--- src/rtl/avg_pkg.sv ---
// rtl/avg_pkg.sv - shared FSM state type and default parameters for avg_arbiter
package avg_pkg;

    localparam int DEF_NOF_BITS  = 32;
    localparam int DEF_NOF_CH    = 4;
    localparam int DEF_TO_CYCLES = 8;

    typedef enum logic [2:0] {
        S_IDLE       = 3'd0,
        S_START      = 3'd1,
        S_WAIT_FIRST = 3'd2,
        S_STREAM     = 3'd3,
        S_WAIT_DONE  = 3'd4,
        S_RESULT     = 3'd5
    } arb_state_e;

endpackage

--- src/rtl/rr_pick.sv ---
// rtl/rr_pick.sv - combinational round-robin picker: first set req bit at or after ptr
//
// Ports:
//   req   in  N  request vector
//   ptr   in  W  starting search position
//   valid out 1  at least one request set
//   idx   out W  index of the chosen request
module rr_pick #(
    parameter int N = 4,
    parameter int W = 2
) (
    input  logic [N-1:0] req,
    input  logic [W-1:0] ptr,
    output logic         valid,
    output logic [W-1:0] idx
);

    // Two passes emulate the wrap-around: indices at or above ptr first,
    // then the ones below it.
    always_comb begin
        valid = 1'b0;
        idx   = '0;
        for (int i = 0; i < N; i++) begin
            if (!valid && req[i] && (i >= int'(ptr))) begin
                valid = 1'b1;
                idx   = W'(i);
            end
        end
        for (int i = 0; i < N; i++) begin
            if (!valid && req[i] && (i < int'(ptr))) begin
                valid = 1'b1;
                idx   = W'(i);
            end
        end
    end

endmodule

--- src/rtl/avg_arbiter.sv ---
// rtl/avg_arbiter.sv - round-robin arbiter sharing one frame averager among NOF_CH channels
//
// Optional build macro: AVG_ARB_STATS_EN adds per-channel success counters.
//
// Ports:
//   clk, rst                 clock, asynchronous active-high reset
//   ch_req/first/last [CH]   per-channel request and frame strobes
//   ch_data [CH*BITS]        per-channel samples, channel i at [i*NOF_BITS +: NOF_BITS]
//   ch_gnt [CH]              one-hot grant, zero when idle
//   avg_start/first/last     start pulse and forwarded strobes to the averager
//   avg_data [BITS]          forwarded sample
//   avg_done, avg_result     averager result handshake
//   res_valid/ch/data/to     one-cycle result pulse, owner, value, timeout flag
//   stat_sel, stat_cnt       (AVG_ARB_STATS_EN only) counter select / value
module avg_arbiter
    import avg_pkg::*;
#(
    parameter int NOF_BITS  = DEF_NOF_BITS,
    parameter int NOF_CH    = DEF_NOF_CH,
    parameter int TO_CYCLES = DEF_TO_CYCLES,
    localparam int CH_W     = $clog2(NOF_CH)
) (
    input  logic                       clk,
    input  logic                       rst,
    input  logic [NOF_CH-1:0]          ch_req,
    input  logic [NOF_CH-1:0]          ch_first,
    input  logic [NOF_CH-1:0]          ch_last,
    input  logic [NOF_CH*NOF_BITS-1:0] ch_data,
    output logic [NOF_CH-1:0]          ch_gnt,
    output logic                       avg_start,
    output logic                       avg_first,
    output logic                       avg_last,
    output logic [NOF_BITS-1:0]        avg_data,
    input  logic                       avg_done,
    input  logic [NOF_BITS:0]          avg_result,
    output logic                       res_valid,
    output logic [CH_W-1:0]            res_ch,
    output logic [NOF_BITS:0]          res_data,
`ifdef AVG_ARB_STATS_EN
    input  logic [CH_W-1:0]            stat_sel,
    output logic [15:0]                stat_cnt,
`endif
    output logic                       res_to
);

    localparam int TO_W = $clog2(TO_CYCLES + 1);

    arb_state_e          state_q, state_d;
    logic [CH_W-1:0]     g_q, g_d;
    logic [CH_W-1:0]     rr_ptr_q, rr_ptr_d;
    logic [TO_W-1:0]     to_cnt_q, to_cnt_d;
    logic [CH_W-1:0]     res_ch_q, res_ch_d;
    logic [NOF_BITS:0]   res_data_q, res_data_d;
    logic                res_to_q, res_to_d;

    logic                pick_valid;
    logic [CH_W-1:0]     pick_idx;

    logic [NOF_BITS-1:0] sel_data;
    logic                sel_first;
    logic                sel_last;
    logic [NOF_CH-1:0]   gnt_vec;
    logic                fwd;

    rr_pick #(
        .N (NOF_CH),
        .W (CH_W)
    ) u_rr_pick (
        .req   (ch_req),
        .ptr   (rr_ptr_q),
        .valid (pick_valid),
        .idx   (pick_idx)
    );

    // Mux of the granted channel's inputs; other channels never reach the FSM.
    always_comb begin
        sel_data  = '0;
        sel_first = 1'b0;
        sel_last  = 1'b0;
        gnt_vec   = '0;
        for (int i = 0; i < NOF_CH; i++) begin
            if (g_q == CH_W'(i)) begin
                sel_data   = ch_data[i*NOF_BITS +: NOF_BITS];
                sel_first  = ch_first[i];
                sel_last   = ch_last[i];
                gnt_vec[i] = 1'b1;
            end
        end
    end

    always_ff @(posedge clk or posedge rst) begin
        if (rst) begin
            state_q    <= S_IDLE;
            g_q        <= '0;
            rr_ptr_q   <= '0;
            to_cnt_q   <= '0;
            res_ch_q   <= '0;
            res_data_q <= '0;
            res_to_q   <= 1'b0;
        end else begin
            state_q    <= state_d;
            g_q        <= g_d;
            rr_ptr_q   <= rr_ptr_d;
            to_cnt_q   <= to_cnt_d;
            res_ch_q   <= res_ch_d;
            res_data_q <= res_data_d;
            res_to_q   <= res_to_d;
        end
    end

    always_comb begin
        state_d    = state_q;
        g_d        = g_q;
        rr_ptr_d   = rr_ptr_q;
        to_cnt_d   = to_cnt_q;
        res_ch_d   = res_ch_q;
        res_data_d = res_data_q;
        res_to_d   = res_to_q;
        case (state_q)
            S_IDLE: begin
                if (pick_valid) begin
                    g_d     = pick_idx;
                    state_d = S_START;
                end
            end
            S_START: begin
                to_cnt_d = '0;
                state_d  = S_WAIT_FIRST;
            end
            S_WAIT_FIRST: begin
                if (sel_first && sel_last) begin
                    state_d = S_WAIT_DONE;
                end else if (sel_first) begin
                    state_d = S_STREAM;
                end else if (to_cnt_q == TO_W'(TO_CYCLES - 1)) begin
                    // No first beat within the window: report an empty result.
                    res_ch_d   = g_q;
                    res_data_d = '0;
                    res_to_d   = 1'b1;
                    state_d    = S_RESULT;
                end else begin
                    to_cnt_d = to_cnt_q + TO_W'(1);
                end
            end
            S_STREAM: begin
                if (sel_last) begin
                    state_d = S_WAIT_DONE;
                end
            end
            S_WAIT_DONE: begin
                if (avg_done) begin
                    res_ch_d   = g_q;
                    res_data_d = avg_result;
                    res_to_d   = 1'b0;
                    state_d    = S_RESULT;
                end
            end
            S_RESULT: begin
                rr_ptr_d = (g_q == CH_W'(NOF_CH - 1)) ? '0 : g_q + CH_W'(1);
                res_to_d = 1'b0;
                state_d  = S_IDLE;
            end
            default: begin
                state_d = S_IDLE;
            end
        endcase
    end

    assign fwd       = (state_q == S_WAIT_FIRST) || (state_q == S_STREAM);
    assign ch_gnt    = (state_q != S_IDLE) ? gnt_vec : '0;
    assign avg_start = (state_q == S_START);
    assign avg_first = (state_q == S_WAIT_FIRST) && sel_first;
    assign avg_last  = fwd && sel_last;
    assign avg_data  = fwd ? sel_data : '0;
    assign res_valid = (state_q == S_RESULT);
    assign res_ch    = res_ch_q;
    assign res_data  = res_data_q;
    // res_to_q is only ever set on the way into RESULT and cleared on exit.
    assign res_to    = res_to_q;

`ifdef AVG_ARB_STATS_EN
    logic [15:0] stat_q [NOF_CH];

    always_ff @(posedge clk or posedge rst) begin
        if (rst) begin
            for (int i = 0; i < NOF_CH; i++) begin
                stat_q[i] <= '0;
            end
        end else if ((state_q == S_RESULT) && !res_to_q) begin
            for (int i = 0; i < NOF_CH; i++) begin
                if ((g_q == CH_W'(i)) && (stat_q[i] != 16'hFFFF)) begin
                    stat_q[i] <= stat_q[i] + 16'd1;
                end
            end
        end
    end

    always_comb begin
        stat_cnt = '0;
        for (int i = 0; i < NOF_CH; i++) begin
            if (stat_sel == CH_W'(i)) begin
                stat_cnt = stat_q[i];
            end
        end
    end
`endif

endmodule

--- config.mk ---
export PLATFORM = sky130hd
export DESIGN_NAME = avg_arbiter
export DESIGN_NICKNAME = d
export VERILOG_FILES = /design/src/rtl/avg_pkg.sv /design/src/rtl/rr_pick.sv /design/src/rtl/avg_arbiter.sv
export SDC_FILE = /design/constraint.sdc
export NUM_CORES = 1
export LEC_CHECK = 0
export ABC_AREA = 1
export ABC_CLOCK_PERIOD_IN_PS = 1600
export CAP_MARGIN = 20
export CORE_MARGIN = 3
export CORE_UTILIZATION = 32
export CTS_BUF_LIST = sky130_fd_sc_hd__clkbuf_4
export DETAILED_ROUTE_END_ITERATION = 12
export PLACE_DENSITY = 0.8
export SETUP_SLACK_MARGIN = 0.02
export SKIP_LAST_GASP = 1
export SLEW_MARGIN = 20
export SYNTH_ARGS = -nofsm -noshare
export SYNTH_HDL_FRONTEND = slang
export SYNTH_SLANG_ARGS = --single-unit
--- constraint.sdc ---
create_clock -name clk -period 1.6 [get_ports clk]
set_input_delay 0.24 -clock clk [delete_from_list [all_inputs] [get_ports clk]]
set_output_delay 0.24 -clock clk [all_outputs]
set_load 0.05 [all_outputs]
==> results of run 1 <==
## worst max-delay path: stages (launching register included)
cell and delay (ns):
dfrtp_2 0.47, inv_2 0.10, ha_4 0.15, inv_4 0.05
nor2_8 0.14, buf_12 0.16, a22oi_1 0.09, nand2_1 0.11
o21ai_2 0.08, a21oi_4 0.15, buf_6 0.17
## report_power, final
| part | total (µW) | switching (µW) | leakage [µW] | internal [µW] |
|---|---|---|---|---|
| sequential | 2120 | 474 | 0.000608 | 1650 |
| combinational | 14300 | 8420 | 0.00285 | 5830 |
| clock | 618 | 430 | 0.0000317 | 188 |
| total | 17000 | 9330 | 0.00349 | 7660 |
## synth_stat cells, drive strengths merged
library cell / instances
a21oi: 40
nand4: 2
nand2: 115
inv: 58
xor2: 1
a22oi: 31
buf: 10
or2: 2
nor2: 23
nand3: 17
clkbuf: 21
nand3b: 1
dfrtp: 47
ha: 5
o21ai: 105
mux2i: 1
## logic make-up (layout without fill, tap and decap cells)
family / Yosys count / count (layout) / synth area share, %
buffers and inverters: 89 / 392 / 11.3
AO/OA/AOI/OAI: 176 / 176 / 29.4
multiplexers: 1 / 1 / 0.305
adder cells (fa/ha/maj): 5 / 5 / 1.90
AND/OR/NAND/NOR: 160 / 160 / 21.0
XOR/XNOR: 1 / 1 / 0.267
flip-flops: 47 / 47 / 35.8
## worst max-delay path by stage
stage | from | to | slack (ns) | cells past startpoint
floorplan | g_q[0] | avg_data[13] | -0.22 | 9
global placement | g_q[0] | avg_data[0] | -0.29 | 9
detailed placement | g_q[0] | avg_data[0] | -0.31 | 9
CTS | g_q[0] | avg_data[16] | -0.64 | 10
global route | g_q[0] | avg_data[12] | -0.78 | 10
finish | g_q[0] | avg_data[20] | -0.70 | 10
## cell type report
| cell class | instances | area share, % |
|---|---|---|
| repair buffers | 326 | 44.3 |
| clock buffers | 6 | 0.569 |
| multi-input cells | 343 | 35.0 |
| inverters | 58 | 3.02 |
| clock inverters | 2 | 0.158 |
| flip-flops and latches | 47 | 14.9 |
| well taps | 133 | 2.10 |
## registers in the layout, summed over array words and instances (netlist names)
register  count
res_data     33
to_cnt_q      4
state_q       3
g_q           2
res_ch        2
rr_ptr_q      2
res_to        1
## per-stage QoR
step | area, µm² | worst slack (ns) | utilization [%] | TNS [ns]
3_3_place_gp | 6640 | -0.292 | 67.3 | -16.56
5_1_grt | 7920 | -0.785 | 80.3 | -48.74
6_report | 7920 | -0.699 | 80.3 | -41.65
3_5_place_dp | 6640 | -0.312 | 67.3 | -18.60
4_1_cts | 7470 | -0.644 | 75.7 | -34.13
2_1_floorplan | 3770 | -0.224 | - | -10.70
## timing repair
| item | in CTS | in global routing |
|---|---|---|
| gates resized for setup | 133 | 113 |
| endpoints found under the setup margin | 82 | 84 |
| pin swaps | 5 | 21 |
| buffers inserted | 12 | 14 |
| cloned | 7 | 2 |
| hold endpoints to repair | 0 | 0 |
## routing by layer
layer  routed length, µm  global-route usage (%)  share of wire (%)
met3                1520                    6.06                8.4
met1                5950                    28.2                 33
met2                9730                    52.2                 54
met5                   0                       0                  0
met4                 956                    9.95                5.3
==> key figures, run 1 <==
Synth
  • Cells after Synth: 479
  • Syn Nets: 660
  • Syn Std Cell Area: 0.00328 mm²
  • Top cell type's share of synthesized area: 35.8%
  • Largest area contributor in the netlist: dfrtp_1
  • Sequential fraction of the synthesis area: 35.8%
  • Post-Syn Area per Cell: 6.86 µm²
  • Synth area leaders: dfrtp_1 36%, nand2_1 13%, o21ai_0 11%
  • Synth warn: 0
  • Unique masters post-synth: 28
  • Yosys reg bits: 47

STA
  • Final Hold Vio Count: 0
  • Setup-failing EPs final: 82
  • Minimum clock period after layout: 2.30 ns
  • Skew final: 0.0130 ns
  • Setup ws final: -0.699 ns
  • Period utilisation layout: 144%
  • Hold slack final: 0.200 ns
  • Slew Limit Fails: 0
  • Max Clock Freq: 435 MHz
  • Slew Limit Headroom: 68.9%
  • Worst Tran Pin Value: 0.466 ns
  • Unrepaired setup endpoints after global routing: yes

Routing
  • DRC: 0
  • Via count: 4810
  • Final ANT Viol Nets: 0
  • WL per Instance: 19.8 µm
  • DRT iter0 DRCs: 277
  • Vias per cell: 5.26
  • TritonRoute pass-1 iters: 4
  • Routed WL: 18200 µm

Placed design
  • Port Buf Inserts: 251
  • HPWL after DPL: 11600 µm
  • Gpl congestion: 0.930
  • Dpl cells: 882

Critical path
  • Crit path DAT: 2.06 ns
  • Crit-path max FO: 19
  • Critical path data required time: 1.36 ns
  • Critical Path End Type: primary output
  • R2r endpoint: res_data[18]
  • R2R setup slack: -0.52 ns
  • R2R cell count: 16
  • WS Path Type: reg -> out
  • Worst R2R Start: g_q[0]
  • Worst Setup Start Kind: register

Global routing
  • GR Util All Layers: 27.0%
  • Vias in the first global route: 4794
  • First-pass GRT wire length: 24400 µm
  • Initial antenna violation count: 0
  • Pin count of the biggest net entering global routing: 39
  • Grt total ovfl: 0

Clocking
  • Root Buffer: clkbuf_4
  • CTS tree: built
  • Max clock buf depth: 2
  • Number of H-tree levels: 2
  • Post-CTS Hold Buffers: 0
  • Clock Latency Late Sink: 0.37 ns
  • Clk pin slew, worst setup/hold paths: 0.16 ns
  • Cts bufs inserted: 5
  • CTS Sinks: 47

Status
  • Status: finished, violations left
  • Failing checks: negative setup slack

Pwr
  • Worst VDD drop: 1.93 mV
  • Final Power: 17000 µW
  • Leak: 0.00349 µW
  • Power density over cell area: 2150 mW/mm²

Hold path
  • Hold Path Class: in -> async

Layout
  • Filler cell count: 547
  • Register area: 0.00118 mm²
  • Area of the multi-input gates: 0.00277 mm²
  • Area grow syn2layout: 141%
  • Layout Nets: 962
  • Commonest non-fill, non-tap cell in the layout: clkdlybuf4s50_1
  • Final Instance Count excl. Fillers: 915
  • Share of layout cells above drive strength 1: 42.7%
  • Inserted Diodes: 0
  • Most frequent cells in the layout: 175 x clkdlybuf4s50_1, 71 x buf_4, 67 x nand2_1

Floorplanning
  • Chip height: 107 µm
  • Starting Density: 33.3%
  • Die width: 107 µm
  • I/O Pins: 252
  • Rows: 36
  • Die area: 0.0115 mm²
  • Core area: 0.00986 mm²

Flow run
  • Max Cap Viol: 0
No activity file was read; power rests on OpenSTA's default activity.
==> run 2, diff against run 1 <==
--- a/config.mk
+++ b/config.mk
@@ -13,7 +13,6 @@
 export CTS_BUF_LIST = sky130_fd_sc_hd__clkbuf_4
 export DETAILED_ROUTE_END_ITERATION = 12
 export PLACE_DENSITY = 0.8
-export SETUP_SLACK_MARGIN = 0.02
 export SKIP_LAST_GASP = 1
 export SLEW_MARGIN = 20
 export SYNTH_ARGS = -nofsm -noshare
==> key figures, run 2 (synthesized netlist as in run 1, its figures left out) <==
STA
  • Final Hold Vio Count: 0 (unchanged)
  • Setup-failing EPs final: 82 (unchanged)
  • Setup TNS: -42.16 ns (was -41.65 ns)
  • Skew final: 0.0156 ns (was 0.0130 ns)
  • Max Clock Freq: 433 MHz (was 435 MHz)
  • Slew Limit Headroom: 68.3% (was 68.9%)
  • Minimum clock period after layout: 2.31 ns (was 2.30 ns)
  • Worst Tran Pin Value: 0.475 ns (was 0.466 ns)
  • Unrepaired setup endpoints after global routing: yes (unchanged)
  • Slew Limit Fails: 0 (unchanged)
  • Period utilisation layout: 144% (about the same)
  • Setup ws final: -0.708 ns (was -0.699 ns)

Pwr
  • Leak: 0.00347 µW (was 0.00349 µW)
  • Power density over cell area: 2140 mW/mm² (was 2150 mW/mm²)
  • Worst VDD drop: 1.59 mV (was 1.93 mV)

Floorplanning
  • Die width: 107 µm (unchanged)
  • Rows: 36 (unchanged)
  • I/O Pins: 252 (unchanged)
  • Starting Density: 33.3% (unchanged)
  • Chip height: 107 µm (unchanged)
  • Core area: 0.00986 mm² (unchanged)
  • Die area: 0.0115 mm² (unchanged)

Global routing
  • Initial antenna violation count: 0 (unchanged)
  • First-pass GRT wire length: 24300 µm (was 24400 µm)
  • Grt total ovfl: 0 (unchanged)
  • Vias in the first global route: 4716 (was 4794)
  • Pin count of the biggest net entering global routing: 39 (unchanged)
  • GR Util All Layers: 26.9% (was 27.0%)

Layout
  • Layout Nets: 965 (was 962)
  • Inserted Diodes: 0 (unchanged)
  • Post-route design area: 0.00786 mm² (was 0.00792 mm²)
  • Area of the multi-input gates: 0.00268 mm² (was 0.00277 mm²)
  • Max reg flops: 33 (unchanged)
  • Share of layout cells above drive strength 1: 41.5% (was 42.7%)
  • Filler cell count: 537 (was 547)
  • Area grow syn2layout: 139% (was 141%)
  • Most frequent cells in the layout: 175 x clkdlybuf4s50_1, 76 x nand2_1, 74 x buf_4 (was 175 x clkdlybuf4s50_1, 71 x buf_4, 67 x nand2_1)
  • Commonest non-fill, non-tap cell in the layout: clkdlybuf4s50_1 (unchanged)
  • Register area: 0.00118 mm² (unchanged)
  • Final Instance Count excl. Fillers: 918 (was 915)

Routing
  • DRT iter0 DRCs: 314 (was 277)
  • WL per Instance: 19.0 µm (was 19.8 µm)
  • Final ANT Viol Nets: 0 (unchanged)
  • Routed WL: 17400 µm (was 18200 µm)
  • TritonRoute pass-1 iters: 5 (was 4)
  • DRC: 0 (unchanged)
  • Vias per cell: 5.16 (was 5.26)
  • Via count: 4734 (was 4810)

Critical path
  • WS Path Type: reg -> out (unchanged)
  • Critical Path End Type: primary output (unchanged)
  • Critical path data required time: 1.36 ns (about the same)
  • Worst Setup Start Kind: register (unchanged)
  • Crit path DAT: 2.07 ns (was 2.06 ns)
  • Crit-path max FO: 19 (unchanged)

Clocking
  • CTS tree: built (unchanged)
  • Root Buffer: clkbuf_4 (unchanged)
  • Clock Latency Late Sink: 0.37 ns (about the same)
  • Number of H-tree levels: 2 (unchanged)
  • Clk pin slew, worst setup/hold paths: 0.16 ns (about the same)
  • CTS Sinks: 47 (unchanged)
  • Cts bufs inserted: 5 (unchanged)
  • Max clock buf depth: 2 (unchanged)
  • Post-CTS Hold Buffers: 0 (unchanged)

Placed design
  • Port Buf Inserts: 251 (unchanged)
  • HPWL after DPL: 11600 µm (unchanged)
  • Area of placed instances: 0.00664 mm² (unchanged)
  • Worst slack at placement: -0.312 ns (unchanged)
  • Dpl cells: 882 (unchanged)
  • Gpl congestion: 0.930 (unchanged)

Flow run
  • Max Cap Viol: 0 (unchanged)

Status
  • Failing checks: negative setup slack (unchanged)
  • Status: finished, violations left (unchanged)

Hold path
  • Hold Path Class: in -> async (unchanged)
[run 2: final cells by class]
class | count | area share (%)
clock buffers | 6 | 0.573
clock inverters | 2 | 0.159
inverters | 58 | 3.04
multi-input cells | 343 | 34.1
flip-flops and latches | 47 | 15.0
well taps | 133 | 2.12
repair buffers | 329 | 45.0
[run 2: power breakdown]
group	leakage, µW	internal (µW)	switching, µW
clock network	0.0000317	188	421
logic	0.00283	5840	8290
registers	0.000608	1650	415
total	0.00347	7670	9120
[run 2: repair_timing]
action / CTS / global route
buffers inserted: 11 / 18
endpoints found under the setup margin: 82 / 83
cloned: 7 / 2
resized for setup: 133 / 94
pin swaps: 4 / 20
[run 2: worst max-delay path: stages (launching register included)]
cell     delay, ns
dfrtp_2       0.48
inv_2         0.10
ha_4          0.15
inv_4         0.05
nor2_8        0.14
buf_12        0.16
a22oi_1       0.08
nand2_1       0.09
o21ai_1       0.11
a21oi_4       0.16
buf_6         0.17
[run 2: worst paths after layout]
check | endpoint | startpoint | cells after the start | slack (ns)
max in group asynchronous | g_q[1] | rst | 3 | 0.95
setup reg to reg | res_data[26] | g_q[0] | 15 | -0.53
hold reg to reg | res_data[11] | res_data[11] | 2 | 0.52
setup / recovery | avg_data[27] | g_q[0] | 10 | -0.71
min in group clk | res_data[21] | avg_result[21] | 3 | 0.40
hold / removal | res_data[8] | rst | 2 | 0.19
[run 2: metal layers]
metal | global-route usage [%] | share of wire, %
met4 | 9.04 | 3.4
met2 | 52.2 | 55
met1 | 28.3 | 34
met3 | 5.88 | 8.1
met5 | 0 | 0
[run 2: per-stage QoR]
stage / util (%) / total power [µW] / hold slack, ns
final: 79.7 / 16800 / 0.195
after global routing: 79.7 / 17600 / 0.227
after CTS: 75.6 / 15400 / 0.192
after detailed placement: 67.3 / 12800 / 0.482
after global placement: 67.3 / 12500 / 0.470
after floorplan: - / 9240 / 0.370
